**src/rtl/tcc32_timer.sv**
```systemverilog
`timescale 1ns/1ps
`default_nettype none
// +----------------------------------------------------------------------------+
// | tcc32_timer : 32-bit timer/counter with compare match and edge capture.    |
// | Optional PWM output enabled by defining TCC32_PWM_EN.   Revision 1.0       |
// +----------------------------------------------------------------------------+
module tcc32_timer #(
  parameter int SYNC_STAGES = 2
) (
  input  logic        clk,
  input  logic        rst_n,
  input  logic        en,
  input  logic        tmr_en,
  input  logic [3:0]  clk_src,
  input  logic        up,
  input  logic        one_shot,
  input  logic [31:0] period,
  input  logic [31:0] ctr_match,
  input  logic        ctr_in,
  input  logic        cp_en,
  input  logic [1:0]  cp_event,
`ifdef TCC32_PWM_EN
  input  logic        pwm_en,
  input  logic [31:0] pwm_cmp,
  output logic        pwm_out,
`endif
  output logic [31:0] tmr,
  output logic [31:0] cp_count,
  output logic        to_flag,
  output logic        match_flag,
  output logic        cp_flag
);

  localparam int c_SS = (SYNC_STAGES < 2) ? 2 : SYNC_STAGES;

  logic [7:0]      r_presc;
  logic [c_SS-1:0] r_sync;
  logic            r_sync_d;
  logic [31:0]     r_tmr;
  logic            r_done;
  logic            r_to;
  logic            r_match;
  logic [31:0]     r_cp_count;
  logic [31:0]     r_ictr;
  logic            r_armed;
  logic            r_cpf;

  logic [7:0]      w_mask;
  logic            w_tick;
  logic            w_rise;
  logic            w_fall;
  logic            w_cp_sel;
  logic            w_term;
  logic [31:0]     w_reload;
  logic [31:0]     w_tmr_nxt;
  logic            w_cnt;

  // Free-running prescaler; cleared whenever the block is disabled.
  always_ff @(posedge clk or negedge rst_n) begin
    if (!rst_n) begin
      r_presc <= 8'd0;
    end else if (en) begin
      r_presc <= r_presc + 8'd1;
    end else begin
      r_presc <= 8'd0;
    end
  end

  always_ff @(posedge clk or negedge rst_n) begin
    if (!rst_n) begin
      r_sync   <= '0;
      r_sync_d <= 1'b0;
    end else begin
      r_sync   <= {r_sync[c_SS-2:0], ctr_in};
      r_sync_d <= r_sync[c_SS-1];
    end
  end

  assign w_rise   = r_sync[c_SS-1] & ~r_sync_d;
  assign w_fall   = ~r_sync[c_SS-1] & r_sync_d;
  assign w_cp_sel = (cp_event[0] & w_rise) | (cp_event[1] & w_fall);

  // clk/2^n ticks when the low n prescaler bits are all ones.
  always_comb begin
    w_mask = 8'h00;
    w_tick = 1'b0;
    if (clk_src <= 4'd8) begin
      w_mask = 8'((9'd1 << clk_src) - 9'd1);
      w_tick = en & ((r_presc & w_mask) == w_mask);
    end else if (clk_src == 4'd9) begin
      w_tick = en & w_rise;
    end
  end

  always_comb begin
    w_term   = up ? (r_tmr == period) : (r_tmr == 32'd0);
    w_reload = up ? 32'd0 : period;
    if (w_term) begin
      w_tmr_nxt = w_reload;
    end else if (up) begin
      w_tmr_nxt = r_tmr + 32'd1;
    end else begin
      w_tmr_nxt = r_tmr - 32'd1;
    end
  end

  assign w_cnt = w_tick & tmr_en & ~r_done;

  always_ff @(posedge clk or negedge rst_n) begin
    if (!rst_n) begin
      r_tmr   <= 32'd0;
      r_done  <= 1'b0;
      r_to    <= 1'b0;
      r_match <= 1'b0;
    end else begin
      r_to    <= 1'b0;
      r_match <= 1'b0;
      if (en) begin
        if (!tmr_en) begin
          r_tmr  <= w_reload;
          r_done <= 1'b0;
        end else if (w_cnt) begin
          r_tmr   <= w_tmr_nxt;
          r_to    <= w_term;
          r_match <= (w_tmr_nxt == ctr_match);
          if (w_term && one_shot) begin
            r_done <= 1'b1;
          end
        end
      end
    end
  end

  // An edge outranks a tick in the same cycle: the interval restarts from zero.
  always_ff @(posedge clk or negedge rst_n) begin
    if (!rst_n) begin
      r_cp_count <= 32'd0;
      r_ictr     <= 32'd0;
      r_armed    <= 1'b0;
      r_cpf      <= 1'b0;
    end else begin
      r_cpf <= 1'b0;
      if (!cp_en) begin
        r_ictr  <= 32'd0;
        r_armed <= 1'b0;
      end else if (en) begin
        if (w_cp_sel) begin
          if (r_armed) begin
            r_cp_count <= r_ictr;
            r_cpf      <= 1'b1;
          end
          r_ictr  <= 32'd0;
          r_armed <= 1'b1;
        end else if (w_tick && r_armed && (r_ictr != 32'hFFFF_FFFF)) begin
          r_ictr <= r_ictr + 32'd1;
        end
      end
    end
  end

`ifdef TCC32_PWM_EN
  logic r_pwm;

  always_ff @(posedge clk or negedge rst_n) begin
    if (!rst_n) begin
      r_pwm <= 1'b0;
    end else begin
      r_pwm <= pwm_en & tmr_en & en & (r_tmr < pwm_cmp);
    end
  end

  assign pwm_out = r_pwm;
`endif

  assign tmr        = r_tmr;
  assign cp_count   = r_cp_count;
  assign to_flag    = r_to;
  assign match_flag = r_match;
  assign cp_flag    = r_cpf;

endmodule
`default_nettype wire

```
**config.mk**
```make
export PLATFORM = sky130hd
export DESIGN_NAME = tcc32_timer
export DESIGN_NICKNAME = d
export VERILOG_FILES = /design/src/rtl/tcc32_timer.sv
export SDC_FILE = /design/constraint.sdc
export NUM_CORES = 1
export LEC_CHECK = 0
export CAP_MARGIN = 20
export CORE_ASPECT_RATIO = 2
export CORE_MARGIN = 2
export CORE_UTILIZATION = 30
export DETAILED_ROUTE_END_ITERATION = 12
export GPL_TIMING_DRIVEN = 1
export PLACE_DENSITY = 0.49
export SLEW_MARGIN = 20
export SYNTH_ARGS = -nofsm -noshare
export SYNTH_HDL_FRONTEND = slang
export SYNTH_SLANG_ARGS = --single-unit
```
**constraint.sdc**
```tcl
create_clock -name clk -period 8.35 [get_ports clk]
set_clock_uncertainty 0.05 [all_clocks]
set_input_delay 1.67 -clock clk [delete_from_list [all_inputs] [get_ports clk]]
set_output_delay 1.67 -clock clk [all_outputs]
set_load 0.01 [all_outputs]
```
==> out/metrics.yaml <==
synthDominantCellAreaShare_pct: 32.13
synthCells: 1021
hold_class: "reg2reg"
dr.pass1.iters: 5
combPwrFrac_pct: 52.7
finalCriticalPeriod_ns: 6.435
drtIter0Drc: 448
ant_nets: 0
ir_worst_vdd_uv: 133.0
grt_pass1_wl_um: 57680
cts_tree: "built"
rsz0062_at_grt: "no"
fill_cells: 2910
finalWirelength_um: 39550
cp_max_fo: 30
grt_pass1_vias: 8714
synthTopCellsByCount: "dfrtp_1 (112), nor2_1 (97), xnor2_1 (87)"
synth_area_leader_cell: "dfrtp_1"
synth_edf_count: 0
status: "completed"
worstPathArrival_ns: 6.69
row_count: 88
power.density_nw_per_um2: 223.8
postLayoutCoreUtil_pct: 37.60
yosysWarnings: 0
place_congestion: 1.044
ys_seq_elements: 112
synth.distinct_cells: 80
p_leak_nw: 4.299
synthToLayoutAreaGrowth_pct: 23.87
worstSetupEndpointType: "flip-flop"
yosys-top-cells-area: "dfrtp_1 (32%), xnor2_1 (8.7%), ha_1 (4.7%)"
postCtsSetupRepairBufs: 0
ctsLongestPathBuffers: 2
antenna_found_initial: 0
synthesis.area_um2: 8723
root_buffer: "clkbuf_16"
slew_headroom_pct: 10.80
drive_gt1_share_pct: 7.692
initial_utilization_pct: 30.36
antenna_cells: 0
grt_overflow: 0
yosysMostFrequentCell: "dfrtp_1"
internal_power_mw: 1.305
synth_nets: 1133
synthFlopType: "dfrtp_1"
port_buffers: 144
finalSetupViolCount: 0
path_clk_slew_ns: 0.08
async_reset_ff_share_pct: 100.0
die_h_um: 245.2
worst_pin_slew_ns: 1.334
sequentialPowerShare_pct: 28.9
drc: 0
cp.required_ns: 8.60
worstSetupPathType: "in2reg"
yosysSeqAreaShare_pct: 32.13
syn_area_per_cell_um2: 8.544
dpl.hpwl_um: 31880
finalHoldViolCount: 0
cts_buffers: 9
clk_latency_ns: 0.38
grt_start_max_net_pins: 65
swShare_pct: 46.03
fin_tns_setup_ns: 0
die_area_um2: 30540
startpoint_type: "primary input"
min_period_over_period_pct: 77.06
io_pins: 145
p_clk_share_pct: 18.3
die_x_um: 124.6
drv_cap: 0
post_cts_resized: 0
track_usage_pct: 25.82
switchingPower_mw: 1.113
vias: 8439
cts_sinks: 112
core_area_um2: 28740
via_per_inst: 5.611
avgRoutedWirePerCell_um: 26.30
hold_buffers: 0
nNetsFinal: 1252
htree_levels: 3
fmax_mhz: 155.4
drv_slew: 0
## registers in the layout, summed over array words and instances (netlist names)
name        count
tmr            32
r_sync_d        1
match_flag      1
r_sync          2
cp_flag         1
r_ictr         32
r_armed         1
r_presc         8
to_flag         1
cp_count       32
r_done          1
## per-stage QoR
| step | hold slack (ns) | instances | power [mW] | area [um^2] | setup slack (ns) |
|---|---|---|---|---|---|
| detailed placement | 0.2855 | 1489 | 1.961 | 10520 | 1.685 |
| finish | 0.3018 | 1504 | 2.418 | 10810 | 1.915 |
| CTS | 0.3031 | 1504 | 2.421 | 10810 | 2.087 |
| global route | 0.3241 | 1504 | 2.547 | 10810 | 1.831 |
| floorplan | 0.2812 | 1021 | 1.416 | 8723 | 1.918 |
| global placement | 0.2863 | 1488 | 1.975 | 10500 | 1.665 |
## cells by family after synthesis
family / synth area share [%]
adders and majority gates: 4.963
xor gates and xnor gates: 13.11
AOI/OAI and AO/OA: 19.15
buffers and inverters: 3.873
muxes: 5.594
DFF: 32.13
and+or+nand+nor: 21.18
## layout make-up
class	count	area [um^2]	area share [%]
well taps	360	450.4	4.169
multi-input cells	824	5597	51.79
clock inverters	4	35.03	0.3242
inverters	39	146.4	1.355
repair buffers	154	1521	14.08
flip-flops and latches	112	2803	25.94
clock buffers	11	252.7	2.339
## path summary, 6_finish.rpt
path,from,end,slack [ns],cells after the start
min in group asynchronous,rst_n,cp_count[6],1.27,1
worst max register to register,tmr[5],match_flag,3.72,11
worst min-delay path,r_sync[0],r_sync[1],0.30,0
max in group asynchronous,rst_n,tmr[27],5.62,2
worst min register to register,r_sync[0],r_sync[1],0.30,0
worst max-delay path,up,match_flag,1.92,14
## power groups by stage
| stage | Combinational, mW | Clock [mW] | Sequential [mW] |
|---|---|---|---|
| 2_1_floorplan | 0.739 | 0 | 0.677 |
| 3_3_place_gp | 1.26 | 0 | 0.712 |
| 3_5_place_dp | 1.25 | 0 | 0.710 |
| 4_1_cts | 1.26 | 0.463 | 0.700 |
| 5_1_grt | 1.36 | 0.482 | 0.706 |
| 6_report | 1.27 | 0.443 | 0.700 |
## routing by layer
layer | share of wire, % | wire (um) | vias to the layer above | global-route usage, %
met5 | 0 | 0 | - | 0
met4 | 9.2 | 3621 | 0 | 20.59
met3 | 3.5 | 1379 | 110 | 3.684
met2 | 56 | 21950 | 287 | 50.23
met1 | 32 | 12600 | 4071 | 23.29
li1 | - | - | 3971 | -
## worst max-delay path: stages
cell	delay (ns)
clkdlybuf4s50_1	0.43
inv_2	0.35
buf_4	0.44
ha_1	0.41
a21oi_1	0.24
o21ai_0	0.15
a311o_2	0.37
a211oi_2	0.51
o21ai_0	0.28
xnor2_1	0.60
o22a_1	0.36
nand4_1	0.13
or4_1	0.48
a211oi_2	0.23
## layout by cell type, fill, tap and decap left out, types with 10 or more instances in the layout
cell type | Yosys | routed
nand2_1 | 79 | 79
xnor2_1 | 87 | 87
clkdlybuf4s50_1 | 0 | 143
or3_1 | 10 | 10
nor2_1 | 97 | 95
nor3_1 | 29 | 29
nor4_1 | 29 | 29
xor2_1 | 41 | 41
inv_1 | 39 | 38
buf_4 | 0 | 10
a31oi_1 | 25 | 25
ha_1 | 33 | 33
dfrtp_1 | 112 | 112
nor2b_1 | 10 | 10
o21ai_0 | 59 | 59
nand4_1 | 22 | 22
a21o_1 | 12 | 12
a21oi_1 | 60 | 60
mux2_2 | 36 | 36
nand3_1 | 33 | 33
and2_1 | 11 | 11
Power figures use the tool's default switching activity.
